**config.mk**
```make
export PLATFORM = sky130hd
export DESIGN_NAME = reg_dump_reader
export DESIGN_NICKNAME = d
export VERILOG_FILES = /design/src/rtl/reg_dump_pkg.sv /design/src/rtl/reg_dump_ser.sv /design/src/rtl/reg_dump_reader.sv
export SDC_FILE = /design/constraint.sdc
export NUM_CORES = 1
export LEC_CHECK = 0
export BUFFER_PORTS_ARGS = -buffer_cell sky130_fd_sc_hd__buf_4
export CAP_MARGIN = 20
export CORE_MARGIN = 8
export CORE_UTILIZATION = 54
export CTS_CLUSTER_DIAMETER = 60
export DETAILED_ROUTE_END_ITERATION = 8
export GPL_TIMING_DRIVEN = 0
export PLACE_DENSITY_LB_ADDON = 0.25
export SLEW_MARGIN = 20
export SYNTH_ARGS = -nofsm -noshare
export SYNTH_HDL_FRONTEND = slang
export SYNTH_SLANG_ARGS = --single-unit
```
**constraint.sdc**
```tcl
create_clock -name reg_clock -period 3.4 [get_ports reg_clock]
set_input_delay 0.51 -clock reg_clock [delete_from_list [all_inputs] [get_ports reg_clock]]
set_output_delay 0.51 -clock reg_clock [all_outputs]
set_load 0.01 [all_outputs]
```
**src/rtl/reg_dump_pkg.sv**
```systemverilog
// Shared definitions for the register dump reader.
// FSM encoding and word/address geometry.
package reg_dump_pkg;

  localparam int BYTES_PER_WORD = 4;
  localparam int REG_ADDR_W     = 5;
  localparam int BYTE_IDX_W     = 2;

  typedef enum logic [1:0] {
    IDLE  = 2'd0,
    FETCH = 2'd1,
    SEND  = 2'd2,
    DONE  = 2'd3
  } state_t;

endpackage

```
**src/rtl/reg_dump_ser.sv**
```systemverilog
// 32-to-8 byte serializer with valid/ready hold.
// Loads a word, emits four bytes, flags the 4th.
module reg_dump_ser
  import reg_dump_pkg::*;
#(
  parameter bit MSB_FIRST = 1'b1
) (
  input  logic        reg_clock,
  input  logic        rst,
  input  logic        load_i,
  input  logic [31:0] word_i,
  input  logic        last_word_i,
  input  logic        tx_ready_i,
  output logic        tx_valid_o,
  output logic [7:0]  tx_data_o,
  output logic        tx_last_o,
  output logic        word_done_o
);

  logic [31:0]           sh_q, sh_d;
  logic [BYTE_IDX_W-1:0] idx_q, idx_d;
  logic                  vld_q, vld_d;
  logic                  xfer;
  logic                  fourth;

  localparam logic [BYTE_IDX_W-1:0] LAST_IDX =
    BYTE_IDX_W'(BYTES_PER_WORD - 1);

  assign xfer   = vld_q & tx_ready_i;
  assign fourth = (idx_q == LAST_IDX);

  assign tx_valid_o  = vld_q;
  assign tx_data_o   = MSB_FIRST ? sh_q[31:24]
                                 : sh_q[7:0];
  assign tx_last_o   = vld_q & fourth & last_word_i;
  assign word_done_o = xfer & fourth;

  // Next word on load, otherwise shift on each accepted byte.
  always_comb begin
    sh_d  = sh_q;
    idx_d = idx_q;
    vld_d = vld_q;
    if (load_i) begin
      sh_d  = word_i;
      idx_d = '0;
      vld_d = 1'b1;
    end else if (xfer) begin
      sh_d  = MSB_FIRST ? {sh_q[23:0], 8'h00}
                        : {8'h00, sh_q[31:8]};
      idx_d = idx_q + 1'b1;
      if (fourth) begin
        vld_d = 1'b0;
      end
    end
  end

  // Serializer state; held while the sink stalls.
  always_ff @(posedge reg_clock or posedge rst) begin
    if (rst) begin
      sh_q  <= '0;
      idx_q <= '0;
      vld_q <= 1'b0;
    end else begin
      sh_q  <= sh_d;
      idx_q <= idx_d;
      vld_q <= vld_d;
    end
  end

endmodule

```
**src/rtl/reg_dump_reader.sv**
```systemverilog
// Register-file dump reader: fetches a range of
// registers and streams them out as bytes.
module reg_dump_reader
  import reg_dump_pkg::*;
#(
  parameter bit MSB_FIRST = 1'b1
) (
  input  logic                  reg_clock,
  input  logic                  rst,
  input  logic                  start,
  input  logic [REG_ADDR_W-1:0] first_addr,
  input  logic [REG_ADDR_W-1:0] last_addr,
  output logic                  rd_ena,
  output logic [REG_ADDR_W-1:0] rd_addr,
  input  logic [31:0]           rd_data,
  output logic                  tx_valid,
  input  logic                  tx_ready,
  output logic [7:0]            tx_data,
  output logic                  tx_last,
  output logic                  busy,
  output logic                  done
);

  state_t                state_q, state_d;
  logic [REG_ADDR_W-1:0] cnt_q, cnt_d;
  logic [REG_ADDR_W-1:0] first_q, first_d;
  logic [REG_ADDR_W-1:0] last_q, last_d;
  logic [REG_ADDR_W-1:0] ofs;
  logic [REG_ADDR_W-1:0] span;
  logic                  last_word;
  logic                  word_done;

  // Offset of the current word vs. the dump span,
  // both modulo 32 so a wrapped range works.
  assign ofs       = cnt_q - first_q;
  assign span      = last_q - first_q;
  assign last_word = (ofs == span);

  assign rd_ena  = (state_q == FETCH);
  assign rd_addr = cnt_q;
  assign busy    = (state_q != IDLE);
  assign done    = (state_q == DONE);

  reg_dump_ser #(
    .MSB_FIRST (MSB_FIRST)
  ) u_ser (
    .reg_clock   (reg_clock),
    .rst         (rst),
    .load_i      (state_q == FETCH),
    .word_i      (rd_data),
    .last_word_i (last_word),
    .tx_ready_i  (tx_ready),
    .tx_valid_o  (tx_valid),
    .tx_data_o   (tx_data),
    .tx_last_o   (tx_last),
    .word_done_o (word_done)
  );

  // Dump sequencing and address counting.
  always_comb begin
    state_d = state_q;
    cnt_d   = cnt_q;
    first_d = first_q;
    last_d  = last_q;
    unique case (state_q)
      IDLE: begin
        if (start) begin
          first_d = first_addr;
          last_d  = last_addr;
          cnt_d   = first_addr;
          state_d = FETCH;
        end
      end
      FETCH: begin
        state_d = SEND;
      end
      SEND: begin
        if (word_done) begin
          if (last_word) begin
            state_d = DONE;
          end else begin
            cnt_d   = cnt_q + 1'b1;
            state_d = FETCH;
          end
        end
      end
      DONE: begin
        state_d = IDLE;
      end
      default: begin
        state_d = IDLE;
      end
    endcase
  end

  // FSM and address registers, async reset.
  always_ff @(posedge reg_clock or posedge rst) begin
    if (rst) begin
      state_q <= IDLE;
      cnt_q   <= '0;
      first_q <= '0;
      last_q  <= '0;
    end else begin
      state_q <= state_d;
      cnt_q   <= cnt_d;
      first_q <= first_d;
      last_q  <= last_d;
    end
  end

endmodule

```
==> reports/qor.yml <==
clock_tree:
  clk_pin_slew_worst_paths_ns: 0.09
  cts_tree: "built"
  clockBufferDepth: 2
  clock_latency_ns: 0.31
  numCtsBuffers: 5
  holdBufCountCts: 0
  htreeDepth: 2
  clkSinkCount: 51
  cts_root_buf: "clkbuf_8"
timing:
  skew_ns: 0.00423
  tightest_slew_ns: 0.750
  fmax_mhz: 306
  finalCritPeriodShare_pct: 96.0
  setup_viol: 0
  drv_slew: 0
  hold_ws_ns: 0.304
  hold_viol: 0
  maxSlewHeadroom_pct: 50.0
  min_period_ns: 3.26
place:
  io_buffers: 63
  dp_hpwl_um: 4760
  globalplace.congestion: 0.799
power:
  ir_drop_mv: 0.694
  power_density_nw_per_um2: 1020
  finalPower_mw: 3.50
  p_leak_nw: 1.65
route:
  dr_total_vias: 2118
  drc_errors: 0
  ant_nets: 0
  drt_wl_total_um: 6280
  via_per_inst: 5.27
  dr.pass1.iters: 4
  wire_per_inst_um: 15.6
  drtIter0Drc: 85
worst_hold_path:
  min_path_type: "in -> async"
synthesis:
  syn_area_per_cell_um2: 10.5
  synth_flop_cell: "dfrtp_1"
  synth_area_um2: 2720
  synthTopCellsByCount: "51 x dfrtp_1, 39 x nand2_1, 28 x o21ai_1"
  syn_inst: 258
  netlist_top_cells_area: "dfrtp_1 47%, mux2i_1 8.8%, nand2_1 5.4%"
  synth_most_common_cell: "dfrtp_1"
  synth_seq_cells: 51
  synth_top_area_share_pct: 46.9
  ys_warn_count: 0
  synthArstFlopShare_pct: 100
  ys_seq_area_share_pct: 46.9
  yosysUniqueCellTypes: 41
  synth_nets: 314
  synth_edf_count: 0
  yosysTopAreaCell: "dfrtp_1"
global_route:
  grt_pass1_vias: 2290
  antenna_found_initial: 0
  grt_pass1_wl_um: 10600
  overflow: 0
  grt_use_total_pct: 17.6
  grt_max_degree: 31
critical_path:
  end_kind: "primary output"
  critPathRequiredTime_ns: 2.89
  start_kind: "register"
  worst_ep_arrival_time_ns: 2.75
  cp_max_fo: 8
  path_class: "reg -> out"
cells_and_area:
  area_growth_pct: 26.4
  drive_above_1_share_pct: 30.1
  fillers: 419
  fin_util_pct: 69.1
  final_nets: 387
  diodes: 0
floorplanning:
  core-area_um2: 4980
  die_h_um: 87.0
  die_x_um: 87.0
  io_pins: 64
  initial_core_util_pct: 54.7
  die-area_um2: 7560
  rows: 26
job:
  max_cap_violations: 0
status:
  status: "finished, final reports clean"
[final timing paths]
check                      cells after the start        start  slack, ns             end
min                                            2          rst       0.30  u_ser.sh_q[29]
min in group reg_clock                         3  rd_data[18]       0.40  u_ser.sh_q[18]
max reg2reg                                    9   rd_addr[0]       0.85      rd_addr[0]
max                                            9   rd_addr[0]       0.14         tx_last
max in group asynchronous                      3          rst       2.54      rd_addr[0]
min reg2reg                                    1    last_q[3]       0.51       last_q[3]
[final cells by class]
| cell class | count | area (µm²) | area share [%] |
|---|---|---|---|
| flip-flops and latches | 51 | 1280 | 37.1 |
| repair buffers | 66 | 515 | 15.0 |
| clock buffers | 5 | 68.8 | 2.00 |
| inverters | 10 | 37.5 | 1.09 |
| clock inverters | 3 | 43.8 | 1.27 |
| well taps | 70 | 87.6 | 2.55 |
| plain buffers | 19 | 104 | 3.02 |
| multi-input cells | 178 | 1310 | 37.9 |
[cells in the final DEF, fill, tap and decap left out, types with 3 or more instances in the layout]
cell	Yosys	final
mux2i_1	24	24
o21ai_1	28	28
nand3_1	4	4
nor2_1	4	4
xnor2_2	3	3
buf_4	8	73
a22oi_1	4	4
o211ai_1	3	3
clkbuf_1	8	8
nand2_1	39	39
inv_1	9	8
a21o_1	3	3
xor2_1	3	3
dfrtp_1	51	50
mux2_1	5	5
xnor2_1	6	6
a22o_1	9	9
a21oi_1	4	4
clkbuf_8	0	5
nand4_1	5	5
ha_1	8	8
[state kept, by name, indices dropped and copies added, names as in the netlist]
name and count:
u_ser.sh_q 32, last_q 5, rd_addr 5, first_q 4
state_q 2, u_ser.idx_q 2, u_ser.tx_valid_o 1
[worst max-delay path, cell delays in order (launching register included)]
cell and delay, ns:
dfrtp_2 0.48, nor2b_2 0.19, fa_1 0.45, xor2_1 0.15, nor2_1 0.19, nand4_1 0.17, mux2i_4 0.25, and2_2 0.26
and3_1 0.19, buf_4 0.12
[where the power goes]
group | switching (mW) | internal (mW)
Clock | 0.210 | 0.219
Combinational | 1.02 | 0.967
Sequential | 0.217 | 0.874
[metrics by stage]
| stage | instances | setup TNS [ns] | setup slack, ns | cell area (µm²) |
|---|---|---|---|---|
| after detailed placement | 392 | 0 | 0.465 | 3310 |
| final | 402 | 0 | 0.136 | 3440 |
| after global placement | 391 | 0 | 0.479 | 3280 |
| after floorplan | 258 | 0 | 0.747 | 2720 |
| after CTS | 400 | 0 | 0.123 | 3420 |
| after global routing | 402 | -0.00634 | -0.00634 | 3440 |
[timing repair]
action / 4_1_cts / 5_1_grt
setup endpoints to repair: 0 / 1
gates resized for setup: 0 / 2
hold endpoints to repair: 0 / 0
setup buffers: 0 / 2
[layer usage]
metal	track usage, %	routed length, µm	vias up
li1	-	-	1034
met1	21.1	2800	1032
met2	30.9	3170	46
met3	3.87	252	6
met4	4.54	61	0
met5	0	0	-
[kinds of logic (layout without fill, tap and decap cells)]
logic type,after synthesis,count (layout),share of synthesized area [%]
DFF,51,51,46.9
muxes,30,30,11.7
xor gates and xnor gates,13,13,5.29
and+or+nand+nor,65,65,11.0
buffers and inverters,29,103,5.20
AOI/OAI and AO/OA,60,60,14.7
adders and majority gates,10,10,5.15
Power figures use the tool's default switching activity.
